===== src/rtl/btn_press_classifier.sv =====
// Button press classifier: turns press/release edge pulses into short-press,
// long-press and double-click events. Auto-repeat is enabled by BTN_PRESS_REPEAT_EN.
module btn_press_classifier #(
    parameter int LONG_CYCLES    = 100_000_000,
    parameter int DBL_GAP_CYCLES = 30_000_000,
    parameter int REPEAT_CYCLES  = 20_000_000
) (
    input  logic clk,
    input  logic reset_p,
    input  logic p_edge,
    input  logic n_edge,
    output logic short_press,
    output logic long_press,
    output logic double_click,
    output logic repeat_pulse,
    output logic held
);

    localparam int MAX_AB = (LONG_CYCLES > DBL_GAP_CYCLES) ? LONG_CYCLES : DBL_GAP_CYCLES;
    localparam int MAX_C  = (MAX_AB > REPEAT_CYCLES) ? MAX_AB : REPEAT_CYCLES;
    localparam int CW     = $clog2(MAX_C);

    localparam logic [CW-1:0] LONG_LAST = CW'(LONG_CYCLES - 1);
    localparam logic [CW-1:0] DBL_LAST  = CW'(DBL_GAP_CYCLES - 1);

    typedef enum logic [2:0] {
        IDLE      = 3'd0,
        PRESS1    = 3'd1,
        LONG_HELD = 3'd2,
        WAIT2     = 3'd3,
        PRESS2    = 3'd4
    } state_t;

    state_t        state_q, state_d;
    logic [CW-1:0] cnt_q, cnt_d;
    logic          short_q, short_d;
    logic          long_q, long_d;
    logic          dbl_q, dbl_d;
    logic          held_q, held_d;
    logic          rep_hit;

    // Simultaneous press and release cancel each other out.
    logic p_ev, n_ev;
    assign p_ev = p_edge & ~n_edge;
    assign n_ev = n_edge & ~p_edge;

`ifdef BTN_PRESS_REPEAT_EN
    localparam logic [CW-1:0] REP_LAST = CW'(REPEAT_CYCLES - 1);
    logic rep_q;
    assign rep_hit      = (state_q == LONG_HELD) && !n_ev && (cnt_q == REP_LAST);
    assign repeat_pulse = rep_q;
`else
    assign rep_hit      = 1'b0;
    assign repeat_pulse = 1'b0;
`endif

    always_ff @(posedge clk or posedge reset_p) begin
        if (reset_p) begin
            state_q <= IDLE;
            cnt_q   <= '0;
            short_q <= 1'b0;
            long_q  <= 1'b0;
            dbl_q   <= 1'b0;
            held_q  <= 1'b0;
`ifdef BTN_PRESS_REPEAT_EN
            rep_q   <= 1'b0;
`endif
        end else begin
            state_q <= state_d;
            cnt_q   <= cnt_d;
            short_q <= short_d;
            long_q  <= long_d;
            dbl_q   <= dbl_d;
            held_q  <= held_d;
`ifdef BTN_PRESS_REPEAT_EN
            rep_q   <= rep_hit;
`endif
        end
    end

    always_comb begin
        state_d = state_q;
        case (state_q)
            IDLE:      if (p_ev) state_d = PRESS1;
            PRESS1: begin
                if (n_ev)                    state_d = WAIT2;
                else if (cnt_q == LONG_LAST) state_d = LONG_HELD;
            end
            LONG_HELD: if (n_ev) state_d = IDLE;
            WAIT2: begin
                if (p_ev)                   state_d = PRESS2;
                else if (cnt_q == DBL_LAST) state_d = IDLE;
            end
            PRESS2:    if (n_ev) state_d = IDLE;
            default:   state_d = IDLE;
        endcase
    end

    // Counter restarts on every state change; it only runs in timed states.
    always_comb begin
        cnt_d = '0;
        if (state_d == state_q) begin
            case (state_q)
                PRESS1, WAIT2: cnt_d = cnt_q + CW'(1);
`ifdef BTN_PRESS_REPEAT_EN
                LONG_HELD:     cnt_d = rep_hit ? '0 : cnt_q + CW'(1);
`endif
                default:       cnt_d = '0;
            endcase
        end
    end

    always_comb begin
        short_d = (state_q == WAIT2)  && (state_d == IDLE);
        long_d  = (state_q == PRESS1) && (state_d == LONG_HELD);
        dbl_d   = (state_q == WAIT2)  && (state_d == PRESS2);
        held_d  = (state_d == PRESS1) || (state_d == LONG_HELD) || (state_d == PRESS2);
    end

    assign short_press  = short_q;
    assign long_press   = long_q;
    assign double_click = dbl_q;
    assign held         = held_q;

endmodule


===== config.mk =====
export PLATFORM = sky130hd
export DESIGN_NAME = btn_press_classifier
export DESIGN_NICKNAME = d
export VERILOG_FILES = /design/src/rtl/btn_press_classifier.sv
export SDC_FILE = /design/constraint.sdc
export NUM_CORES = 1
export LEC_CHECK = 0
export BUFFER_PORTS_ARGS = -buffer_cell sky130_fd_sc_hd__buf_2
export CORE_MARGIN = 1
export CORE_UTILIZATION = 50
export CTS_BUF_LIST = sky130_fd_sc_hd__clkbuf_4
export CTS_CLUSTER_DIAMETER = 50
export DETAILED_ROUTE_END_ITERATION = 7
export GPL_TIMING_DRIVEN = 0
export PLACE_DENSITY = 0.73
export SLEW_MARGIN = 5
export SYNTH_ARGS = -nofsm -noshare
export SYNTH_HDL_FRONTEND = slang
export SYNTH_SLANG_ARGS = --single-unit
export TNS_END_PERCENT = 100

===== constraint.sdc =====
create_clock -name clk -period 3.11 [get_ports clk]
set_input_delay 0 -clock clk [delete_from_list [all_inputs] [get_ports clk]]
set_output_delay 0 -clock clk [all_outputs]
set_load 0.05 [all_outputs]

==> summary.txt, run 1 <==
Most Used Layer, Global Route: met2
root buf cell: clkbuf_4
DR WL/cell: 13.1 um
met3 usage: 0.0597
routability congestion estimate: 0.850
Seq cells post-synth: 34
syn avg cell area: 9.66 um^2
total number of vias: 1325
status: completed
CP peak stage delay: 0.52 ns
diode count: 0
Worst path slowest cell: nor4_1
share of cells above drive strength 1: 0.122
1st-iter DRT viols: 65
Yosys top cell area share: 0.495
GR Overflow Total: 0
crit-path max FO: 10
I/O pins: 9
initial antenna violation count: 0
post-cts repair resize count: 0
Nets: 201
Max VDD drop: 0.000305 V
CTS Sinks: 34
DRC: 0
CP arrival: 2.73 ns
final setup fails: 0
main area contributors after synthesis: dfrtp_1 49%, nor2_1 9.4%, xnor2_1 7.1%
GRT Total Usage: 0.211
die area: 3680 um^2
Worst-Skew Late Latency: 0.34 ns
clock tree buffer depth: 2
Std-Cell Rows: 20
WS Path Type: register to register
Synth area leader: dfrtp_1
CTS clk-pin slew, worst paths: 0.11 ns
Gate power share: 0.286
placed cell count: 229
max cap viols: 0
die height: 60.6 um
Slew @ Worst Pin: 0.710 ns
Layout Cells excl Fill: 240
P&R area growth vs syn: 11.7%
Slew Viols, Final: 0
Net Sw Frac: 0.327
hold_ws: 0.309 ns
final hold violations: 0
Cells after Synth: 178
global-route wire length before repair: 5490 um
Seq pwr share: 0.444
IO Port Bufs: 7
Seq/Total Area, Yosys: 0.495
Max Fclk: 399 MHz
hold_buf cts: 3
FFs w/ async S/R, synth: 1.00
CORE AREA: 3150 um^2
largest net degree at the start of global routing: 35
met1 Usage GRT: 0.245
routed wire length: 3150 um
EDFF count, synth: 0
Syn Std Cell Area: 1720 um^2
Setup Fix Bufs, Post-CTS: 0
Top FF cell, synth: dfrtp_1
worst clock skew: 0.0165 ns
Mapped Nets: 183
relative slew slack: 0.526
setup TNS: 0 ns
Commonest cells post-synth: 43 x nor2_1, 34 x dfrtp_1, 14 x xnor2_1
Psw: 0.000370 W
vias in the first global route: 1289
TritonRoute pass-1 iters: 4
chip width: 60.6 um
H-tree depth: 2
Clock Power Share: 0.270
Routed Antenna Nets: 0
Power Internal: 0.000762 W
Power Dens Cells: 589 nW/um^2
Critical Path Start Type: register
Initial Util: 0.545
met2 usage: 0.347
Ys Warns: 0
Leak: 0.776 nW
CP Cell Sequence: ha_1 -> nand3_1 -> nor4_1 -> a31oi_1 -> a211oi_2 -> or4_1 -> buf_6 -> buf_8 -> nor2_1
Final period util: 0.807
Yosys cell types: 33
most common cell in the netlist: nor2_1
Fill cells: 275
Data required, critical path: 3.33 ns
cts bufs inserted: 5
DP HPWL: 2280 um
Via density: 5.52
CTS tree: built
RSZ-0062 raised after global routing: no
CP Capture Type: register
Tmin final: 2.51 ns
Hold Path Class: input port to asynchronous set/reset pin
final timing paths:
path                       startpoint           end  slack (ns)  cells past startpoint
setup reg to reg             cnt_q[0]     cnt_q[17]        0.60                      9
hold reg to reg              cnt_q[0]      cnt_q[0]        0.49                      1
min in group clk             cnt_q[0]      cnt_q[0]        0.49                      1
max in group asynchronous     reset_p     cnt_q[16]        2.33                      3
hold / removal                reset_p  double_click        0.31                      3
setup / recovery             cnt_q[0]     cnt_q[17]        0.60                      9
cells by family after synthesis:
| group | count (synthesis) | share of synthesized area |
|---|---|---|
| simple gates | 99 | 0.285 |
| flops | 34 | 0.495 |
| xor+xnor | 26 | 0.132 |
| buf+inv | 10 | 0.0415 |
| compound gates | 7 | 0.0371 |
| fa+ha+maj | 1 | 0.00728 |
| other cells | 1 | 0.00218 |
critical path, delay by kind of cell, from the launching register on:
| family | cells | cell delay (ns) |
|---|---|---|
| buffers and inverters | 2 | 0.28 |
| adder cells (fa/ha/maj) | 1 | 0.21 |
| AO/OA/AOI/OAI | 2 | 0.53 |
| flip-flops | 1 | 0.40 |
| AND/OR/NAND/NOR | 4 | 0.99 |
flip-flops by register name, summed over array words and instances (netlist names):
name,cells
long_press,1
double_click,1
short_press,1
state_q,3
held,1
cnt_q,27
metrics by stage:
stage,setup WS (ns),utilization,cell area [um^2],total power [W]
2_1_floorplan,0.948,-,1720,0.000769
3_3_place_gp,0.707,0.574,1810,0.000828
3_5_place_dp,0.656,0.574,1810,0.000832
4_1_cts,0.630,0.606,1910,0.00114
5_1_grt,0.460,0.609,1920,0.00121
6_report,0.601,0.609,1920,0.00113
cell type report:
class	count	area [um^2]	area share
Multi-Input combinational cell	134	797	0.415
Inverter	5	18.8	0.00977
Clock inverter	2	33.8	0.0176
Clock buffer	5	37.5	0.0195
Sequential cell	34	851	0.443
Tap cell	44	55.1	0.0287
Timing Repair Buffer	11	75.1	0.0391
Buffer	5	52.6	0.0274
layer usage:
metal / vias to the layer above / wire length (um)
met3: 9 / 129
met2: 34 / 1530
met4: 0 / 91
li1: 633 / -
met5: - / 0
met1: 649 / 1400
placed cells by master (no fill, tap or decap), types with 2 or more instances in the layout:
cell and instances:
nor2b_1 4, buf_8 2, nand4b_1 2, a31oi_1 2, nand2b_1 4, xor2_1 12, nand4_1 8, clkbuf_4 5
nand2_1 10, nor3_1 3, or4_1 2, nor2_1 43, buf_2 7, xnor2_1 14, inv_1 4, nand3_1 10
nor4_1 5, dfrtp_1 34, or2_2 2, dlygate4sd3_1 4
power groups by stage:
| stage | Clock [W] | Sequential [W] | Combinational, W |
|---|---|---|---|
| after global routing | 0.000337 | 0.000510 | 0.000358 |
| after detailed placement | 0 | 0.000512 | 0.000320 |
| after global placement | 0 | 0.000511 | 0.000317 |
| after floorplan | 0 | 0.000555 | 0.000215 |
| after CTS | 0.000315 | 0.000503 | 0.000325 |
| final | 0.000306 | 0.000503 | 0.000324 |
Note: power is estimated with default switching activity, not from simulation.
==> inputs of run 2 (changes only) <==
- PLACE_DENSITY: 0.73 -> 0.76
- clock period: 3.11 -> 2.2 ns (I/O delays scaled with it)
==> run 2 against run 1 <==
Net effect:
- the flow now finishes with violations (negative setup slack)
- setup slack worse by 0.62 ns
- maximum frequency is 13% higher
- total power is 56% higher
- first-iteration DRC count is 82% higher
- cell count is 1.7% higher
- die area stayed put
- utilization is 4.2 points higher
- non-clock buffer count is 3 higher
- clock-buffer cell count is 1 higher
- critical path depth is 1 lower
- final area is 7.0% higher
- largest cell class is now multi-input combinational cells
- highest routed layer unchanged
==> summary.txt, run 2 (same netlist as run 1, synthesis figures left out) <==
Reg-to-Reg End: cnt_q[7]
vias in the first global route: 1260 (-2.2%)
final hold violations: 0 (unchanged)
final setup fails: 7 (+7)
launch point of the worst reg-to-reg path: cnt_q[0]
global-route wire length before repair: 5580 um (+1.5%)
Critical Path Start Type: register
worst clock skew: 0.0133 ns (-0.00317 ns)
CP arrival: 2.49 ns (-0.24 ns)
most common cell after layout, fill and taps aside: nor2_1
DR WL/cell: 14.4 um (+10%)
failing checks: negative setup slack
Max Fclk: 451 MHz (+13%)
chip width: 60.6 um (unchanged)
max reg flops: 27 (unchanged)
Nets: 204 (+1.5%)
WS Path Type: register to register
initial antenna violation count: 0 (unchanged)
Power Dens Cells: 858 nW/um^2 (+46%)
DP HPWL: 2320 um (+2.1%)
Regs by FF count: cnt_q: 27 flops, state_q: 3 flops
total number of vias: 1336 (+0.83%)
hold_ws: 0.0256 ns (-0.283 ns)
GRT Total Usage: 0.211 (+0.000762)
setup ws final: -0.0156 ns (-0.617 ns)
diode count: 0 (unchanged)
Hold Path Class: input port to register
pre-CTS setup slack: -0.210 ns (-0.866 ns)
CTS Sinks: 34 (unchanged)
IO Port Bufs: 7 (unchanged)
largest net degree at the start of global routing: 35 (unchanged)
Final period util: 1.01 (+0.200)
Std-Cell Rows: 20 (unchanged)
cts bufs inserted: 5 (unchanged)
CTS tree: built
I/O pins: 9 (unchanged)
Initial Util: 0.545 (unchanged)
P&R area growth vs syn: 19.5%
Util after Layout: 0.652 (+0.0425)
Tmin final: 2.22 ns (-0.293 ns)
Slew Viols, Final: 0 (unchanged)
Slew @ Worst Pin: 0.690 ns (-0.0194 ns)
Routed Antenna Nets: 0 (unchanged)
Max VDD drop: 0.000634 V (+110%)
crit-path max FO: 6 (-4)
CTS clk-pin slew, worst paths: 0.11 ns (about the same)
H-tree depth: 2 (unchanged)
Setup crit end: cnt_q[7]
RSZ-0062 raised after global routing: yes
routability congestion estimate: 0.837 (-1.5%)
CORE AREA: 3150 um^2 (unchanged)
Reg with most FFs: cnt_q
relative slew slack: 0.539 (+0.0130)
Reg2Reg Depth: 8 (-1)
crit path launch: cnt_q[0]
die height: 60.6 um (unchanged)
die area: 3680 um^2 (unchanged)
Worst-Skew Late Latency: 0.34 ns (about the same)
share of cells above drive strength 1: 0.225 (+0.103)
routed wire length: 3520 um (+12%)
TritonRoute pass-1 iters: 4 (unchanged)
GR Overflow Total: 0 (unchanged)
reg2reg setup slack: -0.02 ns (-0.62 ns)
clock tree buffer depth: 2 (unchanged)
max cap viols: 0 (unchanged)
root buf cell: clkbuf_4
Via density: 5.48 (-0.82%)
DRC: 0 (unchanged)
post-route design area: 2050 um^2 (+7.0%)
commonest non-fill, non-tap cells in the layout: 34 x nor2_1, 33 x dfrtp_1, 14 x xnor2_1, 12 x xor2_1, 10 x nand2_1
CP Capture Type: register
Data required, critical path: 2.47 ns (-0.86 ns)
1st-iter DRT viols: 118 (+82%)
status: finished, violations left
Area after DPL: 1810 um^2 (unchanged)
Leak: 0.810 nW (+4.4%)
## run 2: cell types whose count changed in the layout (fill, tap and decap cells not counted), moves of 3 or more
cell | previous run | this run
nor2_4 | 0 | 3
nor2_1 | 43 | 34
nor2_2 | 0 | 6
buf_4 | 1 | 4
## run 2: worst max-delay path, cell delays in order, from the launching register on
cell and delay (ns):
dfrtp_1 0.42, ha_1 0.26, nand3_4 0.13, nor2_1 0.11
a31oi_1 0.23, nor2_1 0.07, or4_4 0.62, buf_12 0.17
nor2_1 0.12
## run 2: worst min-delay path by stage
| stage | from | end | slack (ns) | cells after the start |
|---|---|---|---|---|
| finish | p_edge | double_click | 0.03 | 3 |
| global route | p_edge | double_click | 0.02 | 3 |
| CTS | p_edge | double_click | 0.01 | 3 |
| detailed placement | n_edge | state_q[2] | 0.27 | 2 |
| global placement | n_edge | state_q[2] | 0.27 | 2 |
| floorplan | n_edge | state_q[2] | 0.13 | 1 |
## run 2: what timing repair did
| action | CTS | global route |
|---|---|---|
| gates resized for setup | 4 | 16 |
| gates cloned | 0 | 1 |
| endpoints found under the hold margin | 1 | 34 |
| setup endpoints to repair | 28 | 22 |
| buffers inserted | 3 | 1 |
| pin swaps | 3 | 8 |
| hold buffers | 2 | 1 |
## run 2: power breakdown
group	total (W)	leakage, nW	internal [W]	switching, W
combinational	0.000586	0.301	0.000247	0.000339
sequential	0.000711	0.467	0.000676	0.0000349
clock	0.000466	0.0419	0.000252	0.000214
## run 2: area by class of cell
class,instances,area [um^2]
Buffer,4,41.3
Clock buffer,6,45.0
Clock inverter,2,37.5
Fill cell,255,1100
Inverter,5,18.8
Multi-Input combinational cell,134,872
Sequential cell,34,852
Tap cell,44,55.1
Timing Repair Buffer,15,133
## run 2: metal layers
metal,vias up,GRT usage,part of all wire,routed length (um)
li1,645,-,-,-
met1,658,0.248,0.44,1540
met2,25,0.366,0.50,1760
met3,8,0.0661,0.045,159
met4,0,0.0747,0.018,65
met5,-,0,0,0
## run 2: through the flow
| step | instances | total power [W] | TNS, ns |
|---|---|---|---|
| 2_1_floorplan | 178 | 0.00109 | 0 |
| 3_3_place_gp | 229 | 0.00116 | -3.10 |
| 3_5_place_dp | 229 | 0.00118 | -4.68 |
| 4_1_cts | 242 | 0.00167 | 0 |
| 5_1_grt | 244 | 0.00186 | -2.87 |
| 6_report | 244 | 0.00176 | -0.0648 |
==> inputs of run 3 (changes only) <==
- BUFFER_PORTS_ARGS: -buffer_cell sky130_fd_sc_hd__buf_2 -> default
- CORE_UTILIZATION: 50 -> 30
- DONT_BUFFER_PORTS: default -> 1
- PLACE_DENSITY: 0.76 -> 0.51
==> run 3 against run 2 <==
Net effect:
- non-clock buffer count grew 2
- register-to-register slack gained 0.09 ns
- die area is 64% higher
- wire length fell by 3.8%
- largest power group unchanged
- the flow now finishes without violations
- clock skew grew 0.0017 ns
- final area grew 2.3%
- first-iteration DRC count down 45%
- global-route usage shrank 8.5 points
- largest cell class unchanged
- combinational power decreased by 16%
==> summary.txt, run 3 (same netlist as run 1, synthesis figures left out) <==
Gate power share: 0.300 (-0.033)
max reg flops: 27 (unchanged)
DP HPWL: 2250 um (-3.4%)
Via density: 4.72 (-14%)
I/O pins: 9 (unchanged)
cts bufs inserted: 5 (unchanged)
Initial Util: 0.312 (-0.233)
Regs by FF count: cnt_q: 27 flops, state_q: 3 flops
hold depth: 3 (unchanged)
Slew @ Worst Pin: 0.726 ns (+0.0356 ns)
placed cell count: 250 (+9.2%)
Nets: 206 (+0.98%)
Routed Antenna Nets: 0 (unchanged)
Critical Path Start Type: register
die area: 6040 um^2 (+64%)
CTS clk-pin slew, worst paths: 0.11 ns (about the same)
DRC: 0 (unchanged)
Power Internal: 0.00106 W (-9.6%)
Fill cells: 555 (+120%)
Util after Layout: 0.382 (-0.270)
Max Fclk: 469 MHz (+4.0%)
Std-Cell Rows: 27 (+35%)
Psw: 0.000573 W (-2.6%)
final hold violations: 0 (unchanged)
global-route wire length before repair: 5840 um (+4.7%)
Reg2Reg Depth: 8 (unchanged)
Net Sw Frac: 0.350 (+0.0168)
GR Overflow Total: 0 (unchanged)
CTS Sinks: 34 (unchanged)
launch point of the worst reg-to-reg path: cnt_q[13]
DR WL/cell: 12.4 um (-14%)
CORE AREA: 5510 um^2 (+75%)
relative slew slack: 0.516 (-0.0230)
1st-iter DRT viols: 65 (-45%)
clock tree buffer depth: 2 (unchanged)
share of cells above drive strength 1: 0.233 (+0.00767)
setup TNS: 0 ns (+0.0648 ns)
Worst-Skew Late Latency: 0.34 ns (about the same)
status: completed
vias in the first global route: 1241 (-1.5%)
Layout Cells excl Fill: 274 (+12%)
Clock Power Share: 0.210 (-0.054)
largest net degree at the start of global routing: 35 (unchanged)
diode count: 0 (unchanged)
WS Path Type: register to register
Data required, critical path: 2.43 ns (-0.04 ns)
worst clock skew: 0.0150 ns (+0.00168 ns)
routability congestion estimate: 0.760 (-9.2%)
P&R area growth vs syn: 22.3%
final setup fails: 0 (-7)
most common cell after layout, fill and taps aside: nor2_1
Power Dens Cells: 778 nW/um^2 (-9.4%)
crit path launch: cnt_q[13]
Worst Hold Launch: p_edge
total power: 0.00163 W (-7.3%)
initial antenna violation count: 0 (unchanged)
TritonRoute pass-1 iters: 4 (unchanged)
Final period util: 0.968 (-0.0387)
crit-path max FO: 8 (+2)
CP arrival: 2.36 ns (-0.13 ns)
die height: 77.7 um (+28%)
Slew Viols, Final: 0 (unchanged)
CTS tree: built
RSZ-0062 raised after global routing: yes
Seq pwr share: 0.490 (+0.087)
chip width: 77.7 um (+28%)
Hold Path Class: input port to register
commonest non-fill, non-tap cells in the layout: 36 x nor2_1, 33 x dfrtp_1, 14 x xnor2_1, 13 x buf_4, 12 x xor2_1
total number of vias: 1293 (-3.2%)
root buf cell: clkbuf_4
Max VDD drop: 0.000337 V (-47%)
Tmin final: 2.13 ns (-0.0850 ns)
GRT Total Usage: 0.127 (-0.0847)
H-tree depth: 2 (unchanged)
CP Capture Type: register
Leak: 0.809 nW (-0.12%)
routed wire length: 3390 um (-3.8%)
Reg with most FFs: cnt_q
IO Port Bufs: 0 (-7)
max cap viols: 0 (unchanged)
==> run 3: changes by cell type in the layout (fill, tap and decap cells not counted), sizes merged <==
cell,delta
buf,+2
bufinv,-1
clkbuf,-1
clkinv,+2
clkinvlp,-1
dlygate4sd3,+1
==> run 3: routing by layer <==
layer	global-route usage	vias up	wire length, um
met4	0.0679	0	83
met5	0	-	0
met2	0.212	20	1530
met3	0.0353	9	100
li1	-	644	-
met1	0.146	620	1680
==> run 3: per-stage QoR <==
stage | hold WS [ns] | instance area, um^2 | setup WS (ns)
finish | 0.0524 | 2100 | 0.0695
global route | 0.0502 | 2100 | -0.0480
CTS | 0.0249 | 1950 | 0.0137
detailed placement | 0.0506 | 1810 | -0.236
global placement | 0.165 | 1810 | -0.234
floorplan | 0.128 | 1720 | 0.0382
==> run 3: power groups by stage <==
stage | clock [W] | combinational, W | sequential (W)
floorplan | 0 | 0.000304 | 0.000784
global placement | 0 | 0.000370 | 0.000793
detailed placement | 0 | 0.000371 | 0.000795
CTS | 0.000357 | 0.000401 | 0.000782
global route | 0.000386 | 0.000546 | 0.000808
finish | 0.000344 | 0.000491 | 0.000800
==> run 3: layout make-up <==
class                   instances  area [um^2]  area share
multi-input cells             134          883       0.420
flip-flops and latches         34          852       0.405
repair buffers                 17          155      0.0738
well taps                      72         90.1      0.0429
plain buffers                   4         48.8      0.0232
clock buffers                   6         45.0      0.0214
inverters                       5         18.8     0.00893
clock inverters                 2         8.76     0.00417
==> run 3: final timing paths <==
path | to | slack, ns
worst max register to register | cnt_q[24] | 0.07
max in group asynchronous | cnt_q[13] | 1.46
worst min-delay path | state_q[1] | 0.05
worst min register to register | cnt_q[6] | 0.57
min in group asynchronous | cnt_q[0] | 0.21
worst max-delay path | cnt_q[24] | 0.07
==> run 3: worst max-delay path, cell delays in order, from the launching register on <==
cell       delay [ns]
dfrtp_2          0.44
or4_4            0.53
nor3_4           0.22
a31oi_1          0.12
a211oi_2         0.23
or4_1            0.16
buf_6            0.15
clkbuf_16        0.16
nor2_2           0.04
==> run 3: what timing repair did <==
item                       in CTS  in global routing
setup endpoints to repair      27                 22
hold buffers                    4                  0
pin swaps                       3                  3
hold endpoints to repair       39                  0
resized for setup               5                 15
gates cloned                    0                  1
buffers inserted                3                  9
